## config.mk

```make
export PLATFORM = sky130hd
export DESIGN_NAME = ahb3lite_apb_bridge
export DESIGN_NICKNAME = d
export VERILOG_FILES = /design/src/rtl/ahb3lite_apb_bridge.sv
export SDC_FILE = /design/constraint.sdc
export NUM_CORES = 1
export LEC_CHECK = 0
export CAP_MARGIN = 25
export CORE_MARGIN = 5
export CORE_UTILIZATION = 42
export CTS_BUF_LIST = sky130_fd_sc_hd__clkbuf_8
export DETAILED_ROUTE_END_ITERATION = 7
export PLACE_DENSITY = 0.89
export SYNTH_ARGS = -nofsm -noshare
export SYNTH_HDL_FRONTEND = slang
export SYNTH_SLANG_ARGS = --single-unit
```

## constraint.sdc

```tcl
create_clock -name HCLK -period 4.6 [get_ports HCLK]
set_input_delay 0.92 -clock HCLK [delete_from_list [all_inputs] [get_ports HCLK]]
set_output_delay 0.92 -clock HCLK [all_outputs]
set_load 0.01 [all_outputs]
```

## src/rtl/ahb3lite_apb_bridge.sv

```systemverilog
// rtl/ahb3lite_apb_bridge.sv - AHB3-Lite to APB bridge; define AHB_APB_SLVERR_EN to forward PSLVERR as an AHB ERROR response
`timescale 1ns/1ps
module ahb3lite_apb_bridge #(
  parameter int HADDR_SIZE = 32,
  parameter int HDATA_SIZE = 32,
  parameter int PADDR_SIZE = 8
) (
  input  logic                    HCLK,
  input  logic                    HRESETn,
  input  logic                    HSEL,
  input  logic [HADDR_SIZE-1:0]   HADDR,
  input  logic [HDATA_SIZE-1:0]   HWDATA,
  output logic [HDATA_SIZE-1:0]   HRDATA,
  input  logic                    HWRITE,
  input  logic [2:0]              HSIZE,
  input  logic [3:0]              HPROT,
  input  logic [1:0]              HTRANS,
  input  logic                    HREADY,
  output logic                    HREADYOUT,
  output logic                    HRESP,
  output logic                    PSEL,
  output logic                    PENABLE,
  output logic [2:0]              PPROT,
  output logic                    PWRITE,
  output logic [HDATA_SIZE/8-1:0] PSTRB,
  output logic [PADDR_SIZE-1:0]   PADDR,
  output logic [HDATA_SIZE-1:0]   PWDATA,
  input  logic [HDATA_SIZE-1:0]   PRDATA,
  input  logic                    PREADY,
  input  logic                    PSLVERR
);

  localparam int STRB_W = HDATA_SIZE / 8;

  typedef enum logic [2:0] {
    ST_IDLE, ST_WDATA, ST_SETUP, ST_ACCESS, ST_DONE, ST_ERR1, ST_ERR2
  } state_t;

  state_t state;
  logic   accept;
  logic   unused_inputs;

  // HTRANS[0] only separates NONSEQ from SEQ and BUSY from IDLE; HPROT[3:2] has no APB equivalent
  assign unused_inputs = ^{HTRANS[0], HPROT[3:2], PSLVERR};

  // HREADYOUT is high exactly in IDLE, DONE and ERR2, the only states that may take a new address phase
  assign accept = HSEL & HREADY & HTRANS[1] & HREADYOUT;

  // Byte-lane strobes: 2^size lanes from the address offset, saturating to all lanes
  function automatic logic [STRB_W-1:0] gen_strb(input logic [2:0] size,
                                                 input logic [HADDR_SIZE-1:0] addr);
    int bytes;
    int off;
    bytes = 1 << size;
    off   = int'(addr) & (STRB_W - 1);
    if (bytes >= STRB_W) gen_strb = '1;
    else                 gen_strb = STRB_W'((1 << bytes) - 1) << off;
  endfunction

  // Bridge FSM; every bus-facing output is a register updated on the state transition
  always_ff @(posedge HCLK or negedge HRESETn) begin
    if (!HRESETn) begin
      state     <= ST_IDLE;
      HREADYOUT <= 1'b1;
      HRESP     <= 1'b0;
      PSEL      <= 1'b0;
      PENABLE   <= 1'b0;
      PWRITE    <= 1'b0;
      PSTRB     <= '0;
      PPROT     <= '0;
      PADDR     <= '0;
      PWDATA    <= '0;
      HRDATA    <= '0;
    end else begin
      case (state)
        ST_IDLE, ST_DONE, ST_ERR2: begin
          HRESP   <= 1'b0;
          PSEL    <= 1'b0;
          PENABLE <= 1'b0;
          if (accept) begin
            PADDR     <= HADDR[PADDR_SIZE-1:0];
            PWRITE    <= HWRITE;
            PPROT     <= {~HPROT[0], 1'b1, HPROT[1]};
            PSTRB     <= HWRITE ? gen_strb(HSIZE, HADDR) : '0;
            HREADYOUT <= 1'b0;
            if (HWRITE) begin
              // write data only arrives in the following data phase
              state <= ST_WDATA;
            end else begin
              state <= ST_SETUP;
              PSEL  <= 1'b1;
            end
          end else begin
            HREADYOUT <= 1'b1;
            state     <= ST_IDLE;
          end
        end
        ST_WDATA: begin
          PWDATA <= HWDATA;
          PSEL   <= 1'b1;
          state  <= ST_SETUP;
        end
        ST_SETUP: begin
          PENABLE <= 1'b1;
          state   <= ST_ACCESS;
        end
        ST_ACCESS: begin
          if (PREADY) begin
            if (!PWRITE) HRDATA <= PRDATA;
            PSEL    <= 1'b0;
            PENABLE <= 1'b0;
`ifdef AHB_APB_SLVERR_EN
            if (PSLVERR) begin
              // two-cycle AHB ERROR: HREADYOUT low in the first cycle, high in the second
              HRESP <= 1'b1;
              state <= ST_ERR1;
            end else begin
              HREADYOUT <= 1'b1;
              state     <= ST_DONE;
            end
`else
            HREADYOUT <= 1'b1;
            state     <= ST_DONE;
`endif
          end
        end
        ST_ERR1: begin
          HREADYOUT <= 1'b1;
          state     <= ST_ERR2;
        end
        default: begin
          HREADYOUT <= 1'b1;
          HRESP     <= 1'b0;
          PSEL      <= 1'b0;
          PENABLE   <= 1'b0;
          state     <= ST_IDLE;
        end
      endcase
    end
  end

endmodule
```

### Word-level counts from Yosys, hierarchy flattened

Index checks and enable logic that the tools add are counted.

| operators by class | value |
|---|---|
| add/subtract/negate cells | 1 |
| order comparisons | 1 |
| eq/ne operators | 7 |
| shift-type cells | 3 |
| multiplexer cells | 14 |
| bitwise operators | 8 |
| reduce and logical (&&, ||, !) cells | 10 |

Operators by type and width:

| cell | count |
|---|---|
| $ge A32 B4 Y1 const B | 1 |
| $shl A1 B3 Y32 const A | 1 |
| $shl A1 B32 Y4 const A | 1 |
| $pmux W3 S5 | 1 |
| $eq A3 B3 Y1 const B | 3 |
| $mux W4 | 2 |
| $reduce_and A2 Y1 | 4 |
| $eq A3 B2 Y1 const B | 2 |
| $mux W3 | 2 |
| $pmux W1 S3 | 2 |
| $reduce_or A2 Y1 | 3 |
| $mux W1 | 5 |
| $not A1 Y1 | 5 |
| $pmux W1 S4 | 1 |
| $shl A4 B2 Y4 | 1 |
| $sub A4 B2 Y4 const B | 1 |
| $and A1 B1 Y1 | 3 |
| $eq A3 B1 Y1 const B | 1 |
| $logic_not A3 Y1 | 1 |
| $reduce_and A3 Y1 | 1 |
| $reduce_or A3 Y1 | 1 |
| $mux W2 | 1 |
| $ne A2 B2 Y1 const B | 1 |

| storage, ports and cells | value |
|---|---|
| flip-flop bits (word level) | 86 |
| bits of input ports | 112 |
| output and inout bits | 84 |
| word-level logic and storage cells | 54 |

### Longest topological paths before layout

Gate-level depths: netlist (run 1).

| logic depth | value |
|---|---|
| word-level depth | 6 |
| depth in mapped cells | 7 |
| gate-level depth less buffers | 6 |

### Worst setup path after synthesis (run 1)

OpenSTA, ideal clock, no wires.

| timing | value |
|---|---|
| path kind | in2reg |
| from | input HSIZE[2] |
| to | register PSTRB[2] |
| library setup time | 0.121 ns |
| data arrival time | 2.060 ns |
| data required time | 4.479 ns |
| slack | 2.419 ns |
| cell stages on the path | 6 |
| cell sequence | or3_1 -> ha_1 -> xor2_1 -> o31ai_1 -> nand2_1 -> a22o_1 |

| between the ends | value |
|---|---|
| longest elaborated chain between the ends | 6 |
| elaborated cells between the ends (all ways) | 7 |
| those cells by class | add/sub (1); order compare (1); shift (3); mux (2) |

Ends and longest elaborated chain:

| element | RTL line | text |
|---|---|---|
| start: declaration | 15 | `input logic [2:0] HSIZE,` |
| $shl A1 B3 Y32 (*) | 54 | `bytes = 1 << size;` |
| parallel branches: the longest is 3 deep, another holds $ge A32 B4 Y1 | n/a |  |
| $mux W4 (*) | 56 | `if (bytes >= STRB_W) gen_strb = '1;` |
| $mux W4 (*) | 84 | `PSTRB <= HWRITE ? gen_strb(HSIZE, HADDR) : '0;` |
| end signal: assignment | 84 |  |
| end: declaration | 25 | `output logic [HDATA_SIZE/8-1:0] PSTRB,` |

Every way passes the cells marked *.
A chain may end at the register's enable or synchronous reset.

### Worst setup path in the final report (run 1)

| timing | value |
|---|---|
| from | register HREADYOUT |
| to | output HREADYOUT |

RTL lines:

| element | RTL line | text |
|---|---|---|
| start: declaration | 19 | `output logic HREADYOUT,` |
| start signal: assignment | 64 | `HREADYOUT <= 1'b1;` |
| start signal: assignment | 85 | `HREADYOUT <= 1'b0;` |
| start signal: assignment | 94 | `HREADYOUT <= 1'b1;` |

No word-level cell between the ends.

==> run summary, run 1 <==
Outcome
• outcome: finished, final reports clean

Synthesis
• largest family of logic cells by synthesized area: multiplexers
• average cell area after synthesis: 15.2 sq um
• most used flip-flop cell after synthesis: dfrtp_1
• post-synthesis xor/xnor area fraction: 0.00257
• area fraction in compound gates after synthesis: 0.0312
• leading cell types by count after synthesis: dfrtp_1 (85), mux2_2 (66), nand2_1 (12)
• proportion of synthesized flip-flops having asynchronous set or reset: 1.00
• post-synthesis cell count: 224
• main area contributors after synthesis: dfrtp_1 (62%), mux2_2 (22%), mux2_4 (3.1%)
• number of distinct library cells after synthesis: 32
• multiplexer area fraction after synthesis: 0.252
• number of enable flip-flop cells after synthesis: 0
• Post-Synth Adder-Cell Area: 0.00367
• cell area after technology mapping: 3410 sq um
• net count after synthesis: 337
• count of state elements after synthesis: 86
• leading cell type by number of instances after synthesis: dfrtp_1
• simple-gate share of the synthesized area: 0.0492
• post-synthesis cell type with the largest combined area: dfrtp_1
• share of synthesized area occupied by flip-flops and latches: 0.632
• synthesis warning total: 0
• share of the synthesized area in the top cell type: 0.624

Global route
• initial antenna violation count: 0
• vias in the first global route: 2567
• total global routing overflow: 0
• global-route usage over all layers: 0.161
• pin count of the biggest net entering global routing: 87
• first-pass GRT wire length: 12700 um

CTS
• Max Buffers Root-to-Sink: 2
• source-to-sink clock delay at the later pin of the worst-skew pair: 0.34 ns
• hold buffer count at cts: 0
• root cell of the clock tree: clkbuf_8
• CTS clk-pin slew, worst paths: 0.08 ns
• total clock sinks: 86
• number of setup buffers added after CTS: 0
• # H-tree levels: 3
• number of buffers inserted during clock tree synthesis: 9
• post-cts sizing count: 0
• CTS tree: built

Setup path
• CP delay by family, top: buffers and inverters
• CP Data Required Time: 3.68 ns
• ordered list of cells on the worst path: clkdlybuf4s50_1
• Worst R2R Start: state[0]
• count of buffer and inverter cells on the critical path: 1
• cells on worst reg2reg path: 4
• data arrival time of the worst path: 1.43 ns
• R2R setup slack: 2.34 ns
• crit path kind: reg -> out
• category of the worst setup path capture point: primary output
• Critical Path Fanout Max: 3
• slowest library cell on the worst path: clkdlybuf4s50_1
• delay of the slowest critical-path stage: 0.56 ns
• startpoint type of the worst setup path: flop
• worst r2r dst: PWDATA[3]

Timing
• Setup violations, final: 0
• setup repair after global routing missed its margin: false
• count of endpoints failing hold in the final timing report: 0
• final setup TNS: 0 ns
• skew final: 0.00845 ns
• worst rel slew slack: 0.461
• final count of pins violating max slew: 0
• crit path time final: 2.35 ns
• final clock period utilization by the worst path: 0.511
• maximum clock frequency: 0.426 GHz
• Worst Tran Pin Value: 0.804 ns

Placement
• routability congestion estimate from global placement: 0.776
• total instance count after detailed placement: 482
• Detailed Place HPWL: 5860 um
• Buffers on Ports: 166

Drt
• router iterations before antenna repair: 3
• ANT nets after route: 0
• aggregate routed wire length: 7840 um
• wire length per cell: 15.7 um
• post-detailed-route DRC marker count: 0
• average vias per placed instance: 4.73
• total via count in the routed design: 2354
• DRT iter0 DRCs: 39

Cells and area
• footprint of the multi-input gates: 1170 sq um
• # fillers: 567
• synthesis-to-layout area growth: 58.5%
• layout cells sized above 1: 0.245
• antenna diode count: 0
• non-filler instance count after layout: 498
• final-stage net count: 505
• sequential cell area in the final layout: 2150 sq um

Die
• Ports: 196
• x dimension of the die: 100 um
• Core ar.: 7810 sq um
• initial core utilization: 0.436
• Die H: 100 um
• cell row count: 32
• die footprint: 10000 sq um

Worst hold path
• start point of the worst min-delay path: PPROT[1]
• worst hold path type: reg -> reg
• WHS Path Cells: 1
• destination of the worst hold path: PPROT[1]

Power
• leakage power figure: 2.29 nW
• worst supply voltage drop on vdd: 0.348 mV
• power density over the cells: 671 nW/um^2

Run
• maximum capacitance violations: 0

[registers in the layout, indices dropped and copies added (netlist names)]
signal,count
PSEL,1
PENABLE,1
PWDATA,32
PADDR,8
PSTRB,4
HREADYOUT,1
PPROT,3
HRDATA,32
state,3
PWRITE,1
[cell usage in the layout (no fill, tap or decap), types with 2 or more instances in the layout]
cell type / Yosys / layout
mux2_4: 7 / 7
clkdlybuf4s50_1: 0 / 165
nor2_1: 2 / 2
a22o_1: 2 / 2
nand3_1: 2 / 2
mux2_2: 66 / 66
nand2_1: 12 / 12
nand2b_1: 2 / 2
dfrtp_1: 85 / 85
o21ai_0: 9 / 9
bufinv_16: 0 / 3
clkbuf_8: 0 / 10
inv_1: 2 / 3
buf_4: 1 / 3
nor2b_1: 4 / 3
or3_1: 2 / 2
conb_1: 2 / 2
[logic make-up after synthesis]
| kind of cell | after synthesis |
|---|---|
| AOI/OAI and AO/OA | 17 |
| xor gates and xnor gates | 1 |
| adders and majority gates | 1 |
| buffers and inverters | 14 |
| DFF | 86 |
| muxes | 74 |
| other | 2 |
| and+or+nand+nor | 29 |
[final cells by class]
class                      count  area share
clock buffer                  10      0.0255
clock inverter                 5      0.0183
inverter                       2     0.00139
multi-input combinational    124       0.217
sequential                    86       0.399
tap                          102      0.0236
timing repair buffer         169       0.315
[routing by layer]
| metal | global-route usage | vias to the layer above | share of wire |
|---|---|---|---|
| met5 | 0 | - | 0 |
| met4 | 0.0497 | 0 | 0.013 |
| met3 | 0.0709 | 11 | 0.10 |
| met2 | 0.265 | 110 | 0.47 |
| met1 | 0.190 | 1126 | 0.41 |
| li1 | - | 1107 | - |
[how the worst max path moves through the flow]
stage / cells past startpoint / slack, ns / start / endpoint
floorplan: 6 / 2.42 / HSIZE[2] / PSTRB[2]
global route: 4 / 2.20 / state[0] / PWDATA[2]
detailed placement: 5 / 1.90 / PREADY / HRDATA[18]
CTS: 1 / 2.22 / HREADYOUT / HREADYOUT
global placement: 5 / 1.93 / PREADY / HRDATA[16]
finish: 1 / 2.25 / HREADYOUT / HREADYOUT
[power breakdown]
group,internal [mW],switching [mW],total (mW)
Clock,0.370,0.247,0.617
Combinational,1.08,0.581,1.66
Sequential,1.14,0.208,1.35
Total,2.58,1.04,3.62
[metrics by stage]
stage               area (sq um)  hold WS [ns]  power (mW)  worst slack (ns)   util
floorplan                   3410         0.504        2.09              2.42      -
global placement            5130         0.450        2.99              1.93  0.658
detailed placement          5130         0.456        3.04              1.90  0.658
CTS                         5370         0.478        3.68              2.22  0.688
global route                5400         0.510        3.85              2.20  0.692
finish                      5400         0.470        3.62              2.25  0.692
No activity file was read; power rests on OpenSTA's default activity.
==> inputs of run 2 (changes only) <==
CORE_UTILIZATION = 35   (was 42)
PLACE_DENSITY = 0.8   (was 0.89)
clock period = 1.94 ns   (was 4.6 ns; I/O delays follow)
==> run 2 against run 1 <==
Die area grew 18%. Clock-buffer cell count grew 1. Total power grew 140%.
==> run summary, run 2 (synthesized netlist as in run 1, its figures left out) <==
Outcome
• outcome: finished, final reports clean, unchanged

Placement
• Detailed Place HPWL: 6390 um, was 5860 um
• routability congestion estimate from global placement: 0.729, was 0.776
• DP Worst Slack: -0.185 ns, was 1.90 ns
• Buffers on Ports: 166, unchanged

Setup path
• CP delay by family, top: buffers and inverters, unchanged
• startpoint type of the worst setup path: flop, unchanged
• slowest library cell on the worst path: clkdlybuf4s50_1, unchanged
• category of the worst setup path capture point: primary output, unchanged
• delay of the slowest critical-path stage: 0.56 ns, about the same
• ordered list of cells on the worst path: clkdlybuf4s50_1, unchanged
• data arrival time of the worst path: 1.43 ns, about the same
• CP Data Required Time: 1.55 ns, was 3.68 ns
• count of buffer and inverter cells on the critical path: 1, unchanged
• Critical Path Fanout Max: 3, unchanged
• crit path kind: reg -> out, unchanged

CTS
• hold buffer count at cts: 0, unchanged
• # H-tree levels: 3, unchanged
• Max Buffers Root-to-Sink: 2, unchanged
• post-cts sizing count: 0, unchanged
• total clock sinks: 86, unchanged
• source-to-sink clock delay at the later pin of the worst-skew pair: 0.34 ns, about the same
• number of setup buffers added after CTS: 0, unchanged
• CTS clk-pin slew, worst paths: 0.09 ns, was 0.08 ns
• CTS tree: built, unchanged
• number of buffers inserted during clock tree synthesis: 9, unchanged
• root cell of the clock tree: clkbuf_8, unchanged

Drt
• average vias per placed instance: 4.52, was 4.73
• aggregate routed wire length: 8370 um, was 7840 um
• total via count in the routed design: 2413, was 2354
• router iterations before antenna repair: 5, was 3
• ANT nets after route: 0, unchanged
• post-detailed-route DRC marker count: 0, unchanged
• DRT iter0 DRCs: 72, was 39
• wire length per cell: 15.7 um, about the same

Cells and area
• synthesis-to-layout area growth: 60.3%, was 58.5%
• # fillers: 834, was 567
• registers with the highest flip-flop counts: HRDATA x32, PWDATA x32, PADDR x8, unchanged
• most common cell after layout, fill and taps aside: clkdlybuf4s50_1, unchanged
• final-stage net count: 510, was 505
• layout cells sized above 1: 0.257, was 0.245
• footprint of the multi-input gates: 1170 sq um, unchanged
• antenna diode count: 0, unchanged
• most frequent cells in the layout: clkdlybuf4s50_1 (165), dfrtp_1 (85), mux2_2 (66), unchanged
• sequential cell area in the final layout: 2150 sq um, unchanged

Global route
• pin count of the biggest net entering global routing: 87, unchanged
• total global routing overflow: 0, unchanged
• initial antenna violation count: 0, unchanged
• vias in the first global route: 2624, was 2567
• global-route usage over all layers: 0.144, was 0.161
• first-pass GRT wire length: 13200 um, was 12700 um

Timing
• count of endpoints failing hold in the final timing report: 0, unchanged
• setup repair after global routing missed its margin: false, unchanged
• final clock period utilization by the worst path: 0.939
• crit path time final: 1.82 ns
• maximum clock frequency: 0.549 GHz
• skew final: 0.0111 ns, was 0.00845 ns
• final count of pins violating max slew: 0, unchanged
• Setup violations, final: 0, unchanged
• final setup TNS: 0 ns, unchanged
• post-route setup slack: 0.118 ns, was 2.25 ns

Die
• die footprint: 11800 sq um, was 10000 sq um
• cell row count: 36, was 32
• x dimension of the die: 109 um, was 100 um
• Ports: 196, unchanged
• Die H: 109 um, was 100 um
• Core ar.: 9640 sq um, was 7810 sq um
• initial core utilization: 0.353, was 0.436

Worst hold path
• worst hold path type: in -> async, was reg -> reg

Run
• maximum capacitance violations: 0, unchanged

Power
• leakage power figure: 2.29 nW, about the same
• power density over the cells: 1560 nW/um^2, was 671 nW/um^2
• worst supply voltage drop on vdd: 0.795 mV, was 0.348 mV

-- run 2: changes by cell type in the layout (fill, tap and decap cells not counted), sizes merged --
cell,change
buf,+5
clkinvlp,+1
clkbuf,+1
bufinv,-2
-- run 2: area by class of cell --
class | instances | share of cell area
clock inverter | 4 | 0.0101
multi-input combinational | 124 | 0.215
timing repair buffer | 174 | 0.322
tap | 133 | 0.0305
sequential | 86 | 0.394
clock buffer | 11 | 0.0277
inverter | 2 | 0.00137
-- run 2: through the flow --
step | instances | cell area [sq um] | utilization | power [mW] | hold slack, ns
after global routing | 534 | 5460 | 0.567 | 9.07 | 0.0931
after global placement | 519 | 5260 | 0.545 | 7.19 | 0.453
final | 534 | 5460 | 0.567 | 8.53 | 0.0654
after floorplan | 224 | 3410 | - | 4.96 | 0.0924
after CTS | 534 | 5460 | 0.567 | 8.68 | 0.0712
after detailed placement | 519 | 5260 | 0.545 | 7.35 | 0.463
-- run 2: path summary, 6_finish.rpt --
kind	start	endpoint	slack, ns	cells after the start
worst max-delay path	HREADYOUT	HREADYOUT	0.12	1
worst min register to register	PPROT[1]	PPROT[1]	0.48	1
min in group HCLK	PPROT[1]	PPROT[1]	0.48	1
max in group asynchronous	HRESETn	HREADYOUT	1.48	2
worst min-delay path	HRESETn	HRDATA[18]	0.07	2
worst max register to register	state[1]	PADDR[4]	0.20	3
-- run 2: power breakdown --
part           switching [mW]  internal [mW]
sequential              0.485           2.70
combinational            1.43           2.61
clock                   0.630          0.666
-- run 2: layer usage --
metal | vias to the layer above | routed length [um] | track usage
met4 | 0 | 35 | 0.0325
met5 | - | 0 | 0
li1 | 1130 | - | -
met2 | 92 | 4370 | 0.250
met1 | 1186 | 3170 | 0.167
met3 | 5 | 792 | 0.0557
==> RTL edit, RTL diff (settings of run 1) <==
The parameter `PADDR_SIZE` goes from 8 to 16.
--- a/src/rtl/ahb3lite_apb_bridge.sv
+++ b/src/rtl/ahb3lite_apb_bridge.sv
@@ -3,7 +3,7 @@
 module ahb3lite_apb_bridge #(
   parameter int HADDR_SIZE = 32,
   parameter int HDATA_SIZE = 32,
-  parameter int PADDR_SIZE = 8
+  parameter int PADDR_SIZE = 16
 ) (
   input  logic                    HCLK,
   input  logic                    HRESETn,
Interface: changed (resized PADDR); port bits go from 196 to 204. The function was not compared with the original's and may differ.
==> RTL edit against run 1 <==
  * Final area is 7.6% higher
  * Setup slack worse by 0.029 ns
  * Sequential cell count increased by 8
  * Power is 5.3% higher
  * Routed wire length up 17%
  * Synthesized area up 10%
  * Largest cell class unchanged
  * Critical endpoint is now PADDR[1]
  * Combinational power up 10%
  * Critical path depth increased by 3
==> RTL edit: results (changes against run 1) <==
| Metric | Value |
|---|---|
| Status | `finished, final reports clean` |
| GRT Total Usage | `0.168 (+0.00719)` |
| Adder-Cell Fraction of Synth Area | `0.00333 (-0.000340)` |
| Area after DPL | `0.00564 mm2 (+9.8%)` |
| Synth top area cells | `dfrtp_1 62%, mux2_2 19%, mux2_4 6.8%` |
| Mapped Nets | `354 (+5.0%)` |
| Placed Instances | `521 (+8.1%)` |
| Metal1 wirelength | `3.49 mm (+8.3%)` |
| Routability-driven placement congestion ratio | `0.706 (-9.1%)` |
| DR vias | `2562 (+8.8%)` |
| Met1 Use GR | `0.187 (-0.00351)` |
| Mapped Cells | `241 (+7.6%)` |
| Global-route wire length before repair | `15.0 mm (+18%)` |
| Crit Path Max Fanout | `31 (+28)` |
| Drt pass-1 iters | `4 (+1)` |
| Switching Power | `1.14 mW (+9.8%)` |
| Met2 Use GR | `0.295 (+0.0303)` |
| DP Wirelength | `7.13 mm (+22%)` |
| Most frequent cells after synthesis | `93 x dfrtp_1, 64 x mux2_2, 17 x mux2_4, 12 x nand2_1, 9 x o21ai_0` |
| Largest net degree at the start of global routing | `59 (-32%)` |
| Met2 WL | `4.73 mm (+28%)` |
| Largest regs | `HRDATA: 32 flops, PWDATA: 32 flops, PADDR: 16 flops` |
| Leak | `2.50 nW (+9.3%)` |
| Met3 Usage GRT | `0.0734 (+0.00248)` |
| Final WL | `9.15 mm (+17%)` |
| Clk. pwr | `498 uW (-19%)` |
| Slew HR | `0.518 (+0.0564)` |
| Complex-gate fraction of the synthesized area | `0.0283 (-0.00289)` |
| Worst clock skew | `0.0123 ns (+0.00386 ns)` |
| FILL cells | `666 (+17%)` |
| Sequential share of the synthesized area | `0.627 (-0.00523)` |
| Logic pwr share | `0.481 (+0.023)` |
| Worst EP arrival | `2.60 ns (+1.17 ns)` |
| Syn. warnings | `0 (unchanged)` |
| Port Buffer Count | `182 (+9.6%)` |
| Met3 WL | `850 um (+4.4%)` |
## RTL edit: worst max-delay path, cell delays in order
cell             delay, ns
clkdlybuf4s50_1       0.45
nand3_1               0.10
or4b_4                0.73
mux2_4                0.38
## RTL edit: cell type report
type / count / area [um2] / share of cell area
clock inverter: 5 / 46.3 / 0.00797
inverter: 2 / 7.51 / 0.00129
tap: 108 / 135 / 0.0233
timing repair buffer: 185 / 1840 / 0.317
multi-input combinational: 132 / 1300 / 0.224
clock buffer: 9 / 124 / 0.0213
sequential: 94 / 2350 / 0.405
## RTL edit: worst paths after layout
check | endpoint | slack [ns] | start | depth (start not counted)
min in group asynchronous | HRDATA[1] | 0.62 | HRESETn | 1
worst min register to register | PPROT[1] | 0.48 | PPROT[1] | 1
worst max-delay path | PADDR[1] | 2.22 | HTRANS[1] | 4
worst max register to register | PWDATA[10] | 2.41 | state[0] | 4
max in group asynchronous | HRDATA[7] | 3.01 | HRESETn | 2
worst min-delay path | PPROT[1] | 0.48 | PPROT[1] | 1
